--- src/rtl/muldiv_unit_if.sv ---
// Request/response bundle between the operand muxes, the control unit and the muldiv unit.
// The unit takes the slave side; the control unit (or bench) takes the master side.
interface muldiv_unit_if #(
  parameter int XLEN = 32
);
  logic            start;
  logic [2:0]      op;
  logic [XLEN-1:0] alu_in1;
  logic [XLEN-1:0] alu_in2;
  logic            busy;
  logic            valid;
  logic [XLEN-1:0] result;

  modport master (
    output start, op, alu_in1, alu_in2,
    input  busy, valid, result
  );

  modport slave (
    input  start, op, alu_in1, alu_in2,
    output busy, valid, result
  );
endinterface

--- src/rtl/muldiv_unit.sv ---
// Iterative RV32M multiply/divide: XLEN+1 cycles accept-to-valid, 1 cycle for div special cases.
// No backpressure: start is ignored while busy; the pipeline stalls on busy and takes result on valid.
module muldiv_unit #(
  parameter int XLEN = 32
) (
  input  logic         clk,
  input  logic         rst,
  muldiv_unit_if.slave bus
);

  localparam int CW = $clog2(XLEN);

  localparam logic [2:0] OP_MUL    = 3'd0;
  localparam logic [2:0] OP_MULHSU = 3'd2;
  localparam logic [2:0] OP_MULHU  = 3'd3;
  localparam logic [2:0] OP_DIVU   = 3'd5;
  localparam logic [2:0] OP_REMU   = 3'd7;

  typedef enum logic [1:0] {
    IDLE = 2'd0,
    CALC = 2'd1,
    DONE = 2'd2
  } state_t;

  state_t            state_q, state_d;
  logic [2:0]        op_q, op_d;
  logic [CW-1:0]     cnt_q, cnt_d;
  logic              neg_q, neg_d;
  logic              rneg_q, rneg_d;
  logic [2*XLEN:0]   acc_q, acc_d;
  logic [XLEN-1:0]   b_q, b_d;
  logic [XLEN-1:0]   result_q, result_d;
  logic              busy_q, busy_d;
  logic              valid_q, valid_d;

  logic              sgn1, sgn2, s1, s2, div0, ovf, accept;
  logic [XLEN-1:0]   abs1, abs2, spec_res;
  logic [XLEN:0]     mul_sum, trial;
  logic [2*XLEN:0]   shifted, step;
  logic [2*XLEN-1:0] prod, prod_fix;
  logic [XLEN-1:0]   quot, rem, quot_fix, rem_fix, calc_res;

  // Request decode: signedness, magnitudes and the division special cases.
  always_comb begin
    sgn1 = (bus.op != OP_MULHU) && (bus.op != OP_DIVU) && (bus.op != OP_REMU);
    sgn2 = sgn1 && (bus.op != OP_MULHSU);
    s1   = sgn1 && bus.alu_in1[XLEN-1];
    s2   = sgn2 && bus.alu_in2[XLEN-1];
    abs1 = s1 ? -bus.alu_in1 : bus.alu_in1;
    abs2 = s2 ? -bus.alu_in2 : bus.alu_in2;
    div0 = (bus.alu_in2 == '0);
    ovf  = !bus.op[0] && (bus.alu_in1 == {1'b1, {(XLEN-1){1'b0}}}) && (bus.alu_in2 == '1);
    if (div0) begin
      spec_res = bus.op[1] ? bus.alu_in1 : '1;
    end else begin
      spec_res = bus.op[1] ? '0 : bus.alu_in1;
    end
  end

  // One iteration. acc holds {hi/partial remainder (XLEN+1), multiplier/quotient (XLEN)}.
  always_comb begin
    mul_sum = acc_q[2*XLEN:XLEN] + {1'b0, b_q & {XLEN{acc_q[0]}}};
    shifted = {acc_q[2*XLEN-1:0], 1'b0};
    trial   = shifted[2*XLEN:XLEN] - {1'b0, b_q};
    if (op_q[2]) begin
      step = trial[XLEN] ? shifted : {trial, shifted[XLEN-1:1], 1'b1};
    end else begin
      step = {1'b0, mul_sum, acc_q[XLEN-1:1]};
    end

    prod     = step[2*XLEN-1:0];
    prod_fix = neg_q ? -prod : prod;
    quot     = step[XLEN-1:0];
    rem      = step[2*XLEN-1:XLEN];
    quot_fix = neg_q ? -quot : quot;
    rem_fix  = rneg_q ? -rem : rem;

    if (op_q[2]) begin
      calc_res = op_q[1] ? rem_fix : quot_fix;
    end else if (op_q == OP_MUL) begin
      calc_res = prod_fix[XLEN-1:0];
    end else begin
      calc_res = prod_fix[2*XLEN-1:XLEN];
    end
  end

  always_comb begin
    state_d  = state_q;
    op_d     = op_q;
    cnt_d    = cnt_q;
    neg_d    = neg_q;
    rneg_d   = rneg_q;
    acc_d    = acc_q;
    b_d      = b_q;
    result_d = result_q;
    accept   = bus.start && (state_q != CALC);

    case (state_q)
      CALC: begin
        acc_d = step;
        cnt_d = cnt_q + 1'b1;
        if (cnt_q == CW'(XLEN-1)) begin
          result_d = calc_res;
          state_d  = DONE;
        end
      end
      default: begin
        // IDLE and DONE both accept, so back-to-back requests see no gap.
        state_d = IDLE;
        if (accept) begin
          op_d   = bus.op;
          neg_d  = s1 ^ s2;
          rneg_d = s1;
          cnt_d  = '0;
          b_d    = abs2;
          acc_d  = {{(XLEN+1){1'b0}}, abs1};
          if (bus.op[2] && (div0 || ovf)) begin
            result_d = spec_res;
            state_d  = DONE;
          end else begin
            state_d = CALC;
          end
        end
      end
    endcase

    busy_d  = (state_d == CALC);
    valid_d = (state_d == DONE);
  end

  always_ff @(posedge clk or posedge rst) begin
    if (rst) begin
      state_q  <= IDLE;
      op_q     <= '0;
      cnt_q    <= '0;
      neg_q    <= 1'b0;
      rneg_q   <= 1'b0;
      acc_q    <= '0;
      b_q      <= '0;
      result_q <= '0;
      busy_q   <= 1'b0;
      valid_q  <= 1'b0;
    end else begin
      state_q  <= state_d;
      op_q     <= op_d;
      cnt_q    <= cnt_d;
      neg_q    <= neg_d;
      rneg_q   <= rneg_d;
      acc_q    <= acc_d;
      b_q      <= b_d;
      result_q <= result_d;
      busy_q   <= busy_d;
      valid_q  <= valid_d;
    end
  end

  assign bus.busy   = busy_q;
  assign bus.valid  = valid_q;
  assign bus.result = result_q;

endmodule

--- src/flat_wrapper.sv ---
// flat-port wrapper written by rule: the top's interface ports become plain ports
module muldiv_unit_flat 
#(
  parameter int XLEN = 32
)
  (clk, rst, bus_start, bus_op, bus_alu_in1, bus_alu_in2, bus_busy, bus_valid, bus_result);
  muldiv_unit_if #(.XLEN(XLEN)) bus_i ();
  input  logic clk;
  input  logic rst;
  input wire logic [$bits(bus_i.start)-1:0] bus_start;
  input wire logic [$bits(bus_i.op)-1:0] bus_op;
  input wire logic [$bits(bus_i.alu_in1)-1:0] bus_alu_in1;
  input wire logic [$bits(bus_i.alu_in2)-1:0] bus_alu_in2;
  output wire logic [$bits(bus_i.busy)-1:0] bus_busy;
  output wire logic [$bits(bus_i.valid)-1:0] bus_valid;
  output wire logic [$bits(bus_i.result)-1:0] bus_result;
  assign bus_i.start = bus_start;
  assign bus_i.op = bus_op;
  assign bus_i.alu_in1 = bus_alu_in1;
  assign bus_i.alu_in2 = bus_alu_in2;
  assign bus_busy = bus_i.busy;
  assign bus_valid = bus_i.valid;
  assign bus_result = bus_i.result;
  muldiv_unit #(.XLEN(XLEN)) u_core (.clk(clk), .rst(rst), .bus(bus_i));
endmodule
--- config.mk ---
export PLATFORM = sky130hd
export DESIGN_NAME = muldiv_unit_flat
export DESIGN_NICKNAME = d
export VERILOG_FILES = /design/src/rtl/muldiv_unit_if.sv /design/src/rtl/muldiv_unit.sv /design/src/flat_wrapper.sv
export SDC_FILE = /design/constraint.sdc
export NUM_CORES = 1
export LEC_CHECK = 0
export ABC_AREA = 1
export CAP_MARGIN = 15
export CORE_ASPECT_RATIO = 1.25
export CORE_UTILIZATION = 40
export CTS_CLUSTER_SIZE = 25
export DETAILED_ROUTE_END_ITERATION = 8
export PLACE_DENSITY = 0.61
export SYNTH_ARGS = -nofsm -noshare
export SYNTH_HDL_FRONTEND = slang
export SYNTH_SLANG_ARGS = --single-unit
--- constraint.sdc ---
create_clock -name clk -period 8.1 [get_ports clk]
set_input_delay 1.62 -clock clk [delete_from_list [all_inputs] [get_ports clk]]
set_output_delay 1.62 -clock clk [all_outputs]
set_load 0.05 [all_outputs]
# Word level (Yosys, flattened, before mapping)
# Index checks and enable logic that the tools add are counted.
[classes] addsub=8 eq_ne=12 n_mux=25 bitwise=3 n_reduce_logical=17
[op_table] cell="$mux W32" n=14
[op_table] cell="$mux W65" n=4
[op_table] cell="$neg A32 Y32" n=4
[op_table] cell="$eq A32 B32 Y1 const B" n=2
[op_table] cell="$mux W64" n=1
[op_table] cell="$neg A64 Y64" n=1
[op_table] cell="$add A33 B32 Y33" n=1
[op_table] cell="$sub A33 B32 Y33" n=1
[op_table] cell="$and A32 B32 Y32" n=1
[op_table] cell="$logic_not A32 Y1" n=1
[op_table] cell="$mux W5" n=2
[op_table] cell="$logic_and A1 B1 Y1" n=9
[op_table] cell="$mux W2" n=4
[op_table] cell="$ne A3 B2 Y1 const B" n=2
[op_table] cell="$ne A3 B3 Y1 const B" n=2
[op_table] cell="$add A5 B1 Y5 const B" n=1
[op_table] cell="$eq A5 B5 Y1 const B" n=1
[op_table] cell="$eq A2 B1 Y1 const B" n=2
[op_table] cell="$ne A2 B1 Y1 const B" n=2
[op_table] cell="$reduce_bool A2 Y1" n=2
[op_table] cell="$logic_not A3 Y1" n=1
[op_table] cell="$reduce_and A3 Y1" n=1
[op_table] cell="$eq A2 B2 Y1 const B" n=1
[op_table] cell="$reduce_and A2 Y1" n=1
[op_table] cell="other kinds (4)" n=4
[totals] reg_bits=143 in_bits=70 output_inout_bits=34 wordCells=75

# Depth between registers and ports, before layout
[logic_depth] depth_word=9 mapped_depth=37 mapped_depth_nobuf=35

# Worst setup path after synthesis
# Ideal clock, no wire load.
[synth_timing] kind="register to register" start="register u_core.b_q[0]" end="register u_core.result_q[24] (netlist: u_core.bus.result[24])" setup_time_ns=0.118 arrival_time_ns=4.103 required_time_ns=7.982 setup_slack_ns=3.879 stages_incl_launch_ff=36 path_buffers=2 synth_period_minus_slack_ns=4.221 cell_sequence="dfrtp_1 -> ha_1 -> fa_1 -> inv_1 -> nand2_1 -> nand3_1 -> nand2_1 -> nand2_1 -> nand3_1 -> nand2_1 -> a21oi_1 -> o21bai_1 -> ha_1 -> buf_4 -> buf_2 -> o211ai_1 -> nand2_1 -> inv_1 -> ha_1 -> inv_1 -> nor2_1 -> nand3_1 -> nor2_2 -> nand2_1 -> nor2_2 -> nand2_2 -> nor2_2 -> nand2_1 -> nand2_1 -> nand2_1 -> nand2_1 -> nand3_1 -> nand3_1 -> nand3_1 -> nand2_1 -> nand2_1"
[synth_between] elab_chain_len=9 word_cells_on_any_way=16 classes_between="add/sub: 5; mux: 10; bitwise: 1"
[synth_lines] item="from (decl)" line="muldiv_unit.sv:31" source="logic [XLEN-1:0] b_q, b_d;"
[synth_lines] item="from (signal assigned)" line="muldiv_unit.sv:139" source="b_q <= '0;"
[synth_lines] item="from (signal assigned)" line="muldiv_unit.sv:150" source="b_q <= b_d;"
[synth_lines] item="$sub A33 B32 Y33 / $and A32 B32 Y32 (equally long branches)" line="muldiv_unit.sv:64, muldiv_unit.sv:62"
[synth_lines] item="$mux W65 / $add A33 B32 Y33 (equally long branches)" line="muldiv_unit.sv:66, muldiv_unit.sv:62"
[synth_lines] item="$mux W65 *" line="muldiv_unit.sv:65" source="if (op_q[2]) begin"
[synth_lines] item="$neg A64 Y64 (tied with other cells)" line="muldiv_unit.sv:72" source="prod_fix = neg_q ? -prod : prod;"
[synth_lines] item="$mux W64 (tied with other cells)" line="muldiv_unit.sv:72"
[synth_lines] item="$mux W32 (on tied branches)" line="muldiv_unit.sv:80, muldiv_unit.sv:79"
[synth_lines] item="$mux W32 *" line="muldiv_unit.sv:78" source="if (op_q[2]) begin"
[synth_lines] item="$mux W32 *" line="muldiv_unit.sv:102" source="if (cnt_q == CW'(XLEN-1)) begin"
[synth_lines] item="$mux W32 *" line="muldiv_unit.sv:98" source="case (state_q)"
[synth_lines] item="to (signal assigned)" line="muldiv_unit.sv:151" source="result_q <= result_d;"
[synth_lines] item="to (decl)" line="muldiv_unit.sv:32" source="logic [XLEN-1:0] result_q, result_d;"
# Mark *: on every way between the ends. The rest lies on a longest branch, timed or not. The select of a mux whose other input is x is not followed.
# A chain may end at the register's enable or synchronous reset.

# Worst setup path after layout
[layout_timing] start="input port bus_alu_in1[0]" end="register u_core.result_q[15] (netlist: u_core.bus.result[15])"
[layout_between] elab_chain_len=7
[layout_lines] item="from (decl)" line="flat_wrapper.sv:12" source="input wire logic [$bits(bus_i.alu_in1)-1:0] bus_alu_in1;"
[layout_lines] item="$eq A32 B32 Y1" line="muldiv_unit.sv:52" source="ovf = !bus.op[0] && (bus.alu_in1 == {1'b1, {(XLEN-1){1'b0}}}) && (bus.alu_in2 == '1);"
[layout_lines] item="$logic_and A1 B1 Y1 (2 in series)" line="muldiv_unit.sv:52"
[layout_lines] item="$logic_or A1 B1 Y1" line="muldiv_unit.sv:117" source="if (bus.op[2] && (div0 || ovf)) begin"
[layout_lines] item="$logic_and A1 B1 Y1" line="muldiv_unit.sv:117"
[layout_lines] item="$reduce_bool A2 Y1 (no source line)"
[layout_lines] item="$reduce_and A3 Y1 (no source line)"
# Every way passes these cells.

==> run_summary.xml <==
<?xml version="1.0" encoding="UTF-8"?>
<metrics>
  <group name="outcome">
    <metric name="result_of_the_run" unit="">finished, final reports clean</metric>
  </group>
  <group name="clocking">
    <metric name="postCtsSetupBuffers" unit="">0</metric>
    <metric name="cts_inserted_buffers" unit="">17</metric>
    <metric name="cts.clk_slew.worst_paths" unit="ns">0.07</metric>
    <metric name="cts.htree.levels" unit="">4</metric>
    <metric name="cts_repair_resize_count" unit="">0</metric>
    <metric name="cts_tree" unit="">yes</metric>
    <metric name="count_of_hold_buffers_inserted_by_post_cts_repair" unit="">0</metric>
    <metric name="clock_path_buffers" unit="">2</metric>
    <metric name="tritoncts_num_sinks" unit="">143</metric>
    <metric name="clk-insertion-delay-late" unit="ns">0.48</metric>
    <metric name="cts.root.buffer_cell" unit="">clkbuf_16</metric>
  </group>
  <group name="critical_path">
    <metric name="end_kind" unit="">flip-flop</metric>
    <metric name="critical_path.startpoint_type" unit="">input port</metric>
    <metric name="worstPathArrival" unit="ns">6.11</metric>
    <metric name="setup.worst_path.class" unit="">in -&gt; reg</metric>
    <metric name="r2r.worst_path.cells" unit="">32</metric>
    <metric name="crit_path_max_fanout" unit="">50</metric>
    <metric name="cp_data_required_time" unit="ns">8.51</metric>
  </group>
  <group name="logic_synthesis">
    <metric name="syn_nets" unit="">3198</metric>
    <metric name="synth_enable_flop_cells" unit="">0</metric>
    <metric name="share_of_the_yosys_chip_area_belonging_to_registers" unit="%">20.4</metric>
    <metric name="synth-xor-area-share" unit="%">4.69</metric>
    <metric name="synth_top_area_share" unit="%">20.7</metric>
    <metric name="synthMuxAreaShare" unit="%">0</metric>
    <metric name="synth_area" unit="sq mm">0.0176</metric>
    <metric name="synth_top_flop_cell" unit="">dfrtp_1</metric>
    <metric name="synthesis.yosys.warnings" unit="">0</metric>
    <metric name="synth_cell_type_count" unit="">57</metric>
    <metric name="syn-instance-count" unit="">3054</metric>
    <metric name="synthArstFlopShare" unit="%">100</metric>
    <metric name="synth_top_family_by_area" unit="">simple AND/OR/NAND/NOR gates</metric>
    <metric name="ys_top_cells_by_area" unit="">nand2_1 21%, dfrtp_1 20%, inv_1 11%</metric>
    <metric name="ys_seq_elements" unit="">143</metric>
    <metric name="synth.most_common_cell" unit="">nand2_1</metric>
    <metric name="yosys.area_share.simple" unit="%">38.6</metric>
    <metric name="synth_top_cell_by_area" unit="">nand2_1</metric>
    <metric name="synth_compound_area_share" unit="%">17.2</metric>
    <metric name="cell_types_with_the_highest_counts_after_synthesis" unit="">970 x nand2_1, 493 x inv_1, 245 x nor2_1</metric>
    <metric name="post_synth_fa_ha_maj_area_fraction" unit="%">5.47</metric>
    <metric name="synth_area_per_cell" unit="sq um">5.75</metric>
  </group>
  <group name="sta">
    <metric name="setup_violating_endpoint_count_in_the_final_report" unit="">0</metric>
    <metric name="worst_slew_pin_slew" unit="ns">1.04</metric>
    <metric name="min_period" unit="ns">5.70</metric>
    <metric name="setup_tns" unit="ns">0</metric>
    <metric name="finClkSkew" unit="ns">0.0181</metric>
    <metric name="layout_worst_path_cycle_share" unit="%">70.4</metric>
    <metric name="timing.fmax" unit="MHz">175</metric>
    <metric name="final.hold.worst_slack" unit="ns">0.487</metric>
    <metric name="rsz_0062_raised_after_global_routing" unit="">no</metric>
    <metric name="finalMaxSlewViolations" unit="">0</metric>
    <metric name="hold_viol_final" unit="">0</metric>
    <metric name="max_slew_margin" unit="%">30.2</metric>
  </group>
  <group name="final_layout">
    <metric name="areaGrowthSynthToFinish" unit="%">11.2</metric>
    <metric name="fin_nets" unit="">3233</metric>
    <metric name="antennaDiodeCount" unit="">0</metric>
    <metric name="final-seq-area" unit="sq mm">0.00358</metric>
    <metric name="multi_input_comb_area" unit="sq mm">0.0116</metric>
    <metric name="filler_cell_count" unit="">4752</metric>
    <metric name="final_layout_size_suffix_gt1_share" unit="%">5.06</metric>
  </group>
  <group name="min_path">
    <metric name="worstHoldPathType" unit="">reg -&gt; reg</metric>
    <metric name="hold_path_depth" unit="">2</metric>
  </group>
  <group name="die">
    <metric name="top_level_ports" unit="">104</metric>
    <metric name="rows" unit="">85</metric>
    <metric name="dieHeight" unit="microns">236</metric>
    <metric name="core_area" unit="sq mm">0.0432</metric>
    <metric name="die_width" unit="microns">189</metric>
    <metric name="floorplan.die_area" unit="sq mm">0.0448</metric>
    <metric name="initial_core_util" unit="%">40.7</metric>
  </group>
  <group name="detailed_routing">
    <metric name="ant_nets" unit="">0</metric>
    <metric name="via_total_after_detailed_routing" unit="">20500</metric>
    <metric name="totalWireLength" unit="microns">80500</metric>
    <metric name="drtIter0Drc" unit="">1834</metric>
    <metric name="detail_route.wl_per_cell" unit="microns">22.0</metric>
    <metric name="drt_first_pass_iters" unit="">6</metric>
    <metric name="drcViolationCount" unit="">0</metric>
    <metric name="drt-vias-per-instance" unit="">5.58</metric>
  </group>
  <group name="grt">
    <metric name="grt.total_usage" unit="%">36.5</metric>
    <metric name="antenna_found_initial" unit="">1</metric>
    <metric name="vias_in_the_first_global_route" unit="">20100</metric>
    <metric name="grt_max_degree" unit="">93</metric>
    <metric name="grt.overflow.total" unit="">0</metric>
    <metric name="grt_pass1_wl" unit="microns">122000</metric>
  </group>
  <group name="flow_run">
    <metric name="maxCapViolations" unit="">0</metric>
  </group>
  <group name="placed_design">
    <metric name="numPortBuffers" unit="">103</metric>
    <metric name="dpl.hpwl" unit="microns">64500</metric>
    <metric name="place_congestion" unit="">1.10</metric>
  </group>
</metrics>
==> cell families after synthesis <==
kind of cell	Yosys count
buffers and inverters	611
xor gates and xnor gates	94
AOI/OAI and AO/OA	529
and+or+nand+nor	1601
adders and majority gates	76
DFF	143
==> through the flow <==
step           cells  utilization, %  setup slack (ns)  instance area [sq um]
2_1_floorplan   3054               -              2.64                  17600
3_3_place_gp    3635            44.0              1.88                  19000
3_5_place_dp    3635            44.0              1.90                  19000
4_1_cts         3667            45.3              2.39                  19500
5_1_grt         3667            45.3              2.10                  19500
6_report        3667            45.3              2.40                  19500
==> layout make-up <==
cell class              count  share of cell area, %
flip-flops and latches    143                   18.3
clock inverters            14                  0.685
clock buffers              18                   2.20
well taps                 565                   3.62
multi-input cells        2300                   59.4
repair buffers            123                   6.04
inverters                 504                   9.71
==> per-layer routing <==
layer	part of all wire, %	wire (microns)	track usage (%)
met3	5.4	4390	4.73
met5	0.011	9	0
met4	8.2	6620	27.4
met2	48	39000	62.9
met1	38	30600	40.8
==> final timing paths <==
path                                                    from                           endpoint  slack [ns]
max                                           bus_alu_in1[0]  u_core.bus.result[15]$_DFFE_PP0P_        2.40
min                        u_core.bus.result[19]$_DFFE_PP0P_  u_core.bus.result[19]$_DFFE_PP0P_        0.49
max reg2reg                     u_core.acc_q[31]$_DFFE_PP0P_  u_core.bus.result[20]$_DFFE_PP0P_        2.54
min reg2reg                u_core.bus.result[19]$_DFFE_PP0P_  u_core.bus.result[19]$_DFFE_PP0P_        0.49
max in group asynchronous                                rst  u_core.bus.result[31]$_DFFE_PP0P_        5.11
min in group asynchronous                                rst        u_core.cnt_q[1]$_DFFE_PP0P_        1.68
==> sequential cells by signal, summed over array words and instances, names as in the netlist <==
| name | cells |
|---|---|
| u_core.rneg_q | 1 |
| u_core.bus.valid | 1 |
| u_core.op_q | 3 |
| u_core.neg_q | 1 |
| u_core.cnt_q | 5 |
| u_core.state_q | 2 |
| u_core.b_q | 32 |
| u_core.acc_q | 65 |
| u_core.bus.result | 32 |
| u_core.bus.busy | 1 |
==> critical path: stages <==
cell             delay, ns
clkdlybuf4s50_1       0.42
inv_1                 0.19
ha_1                  0.20
nand2_1               0.07
nor2_2                0.12
nand3_1               0.15
nor2_2                0.15
nand2_1               0.10
nor2_2                0.16
nand3_1               0.15
nor2_1                0.22
nand2_1               0.32
o41ai_2               0.37
nand3_2               0.12
o21ai_2               0.41
inv_2                 0.66
a31oi_1               0.41
o21ai_1               0.15
nand2_1               0.08
==> cell usage in the layout, fill, tap and decap left out, types with 5 or more instances in the layout <==
cell type | netlist | routed
inv_1 | 493 | 492
o221ai_1 | 34 | 34
a31oi_1 | 11 | 11
o211ai_1 | 13 | 13
o21ai_2 | 11 | 11
o22ai_1 | 26 | 26
and3_1 | 6 | 6
o21a_1 | 8 | 8
nor3_1 | 24 | 24
buf_4 | 2 | 20
clkbuf_16 | 0 | 17
xnor2_1 | 16 | 16
nor2_1 | 245 | 243
inv_6 | 0 | 7
nand4_1 | 35 | 35
o31ai_1 | 5 | 5
nor3_2 | 8 | 8
nor2_2 | 25 | 27
or2_2 | 5 | 5
nand2_1 | 970 | 969
xor2_1 | 78 | 78
o21ai_1 | 20 | 20
nand3_2 | 5 | 5
nand3_1 | 226 | 226
dfrtp_1 | 143 | 142
nand2_2 | 21 | 21
o21ai_0 | 191 | 191
o21bai_1 | 8 | 8
ha_1 | 72 | 72
a21oi_1 | 185 | 185
nand3b_1 | 14 | 14
inv_2 | 9 | 10
clkdlybuf4s50_1 | 0 | 103
Power is left out: the tool's default activity adds up to more than one toggle a clock period on the data nets, which glitch-free logic cannot reach.
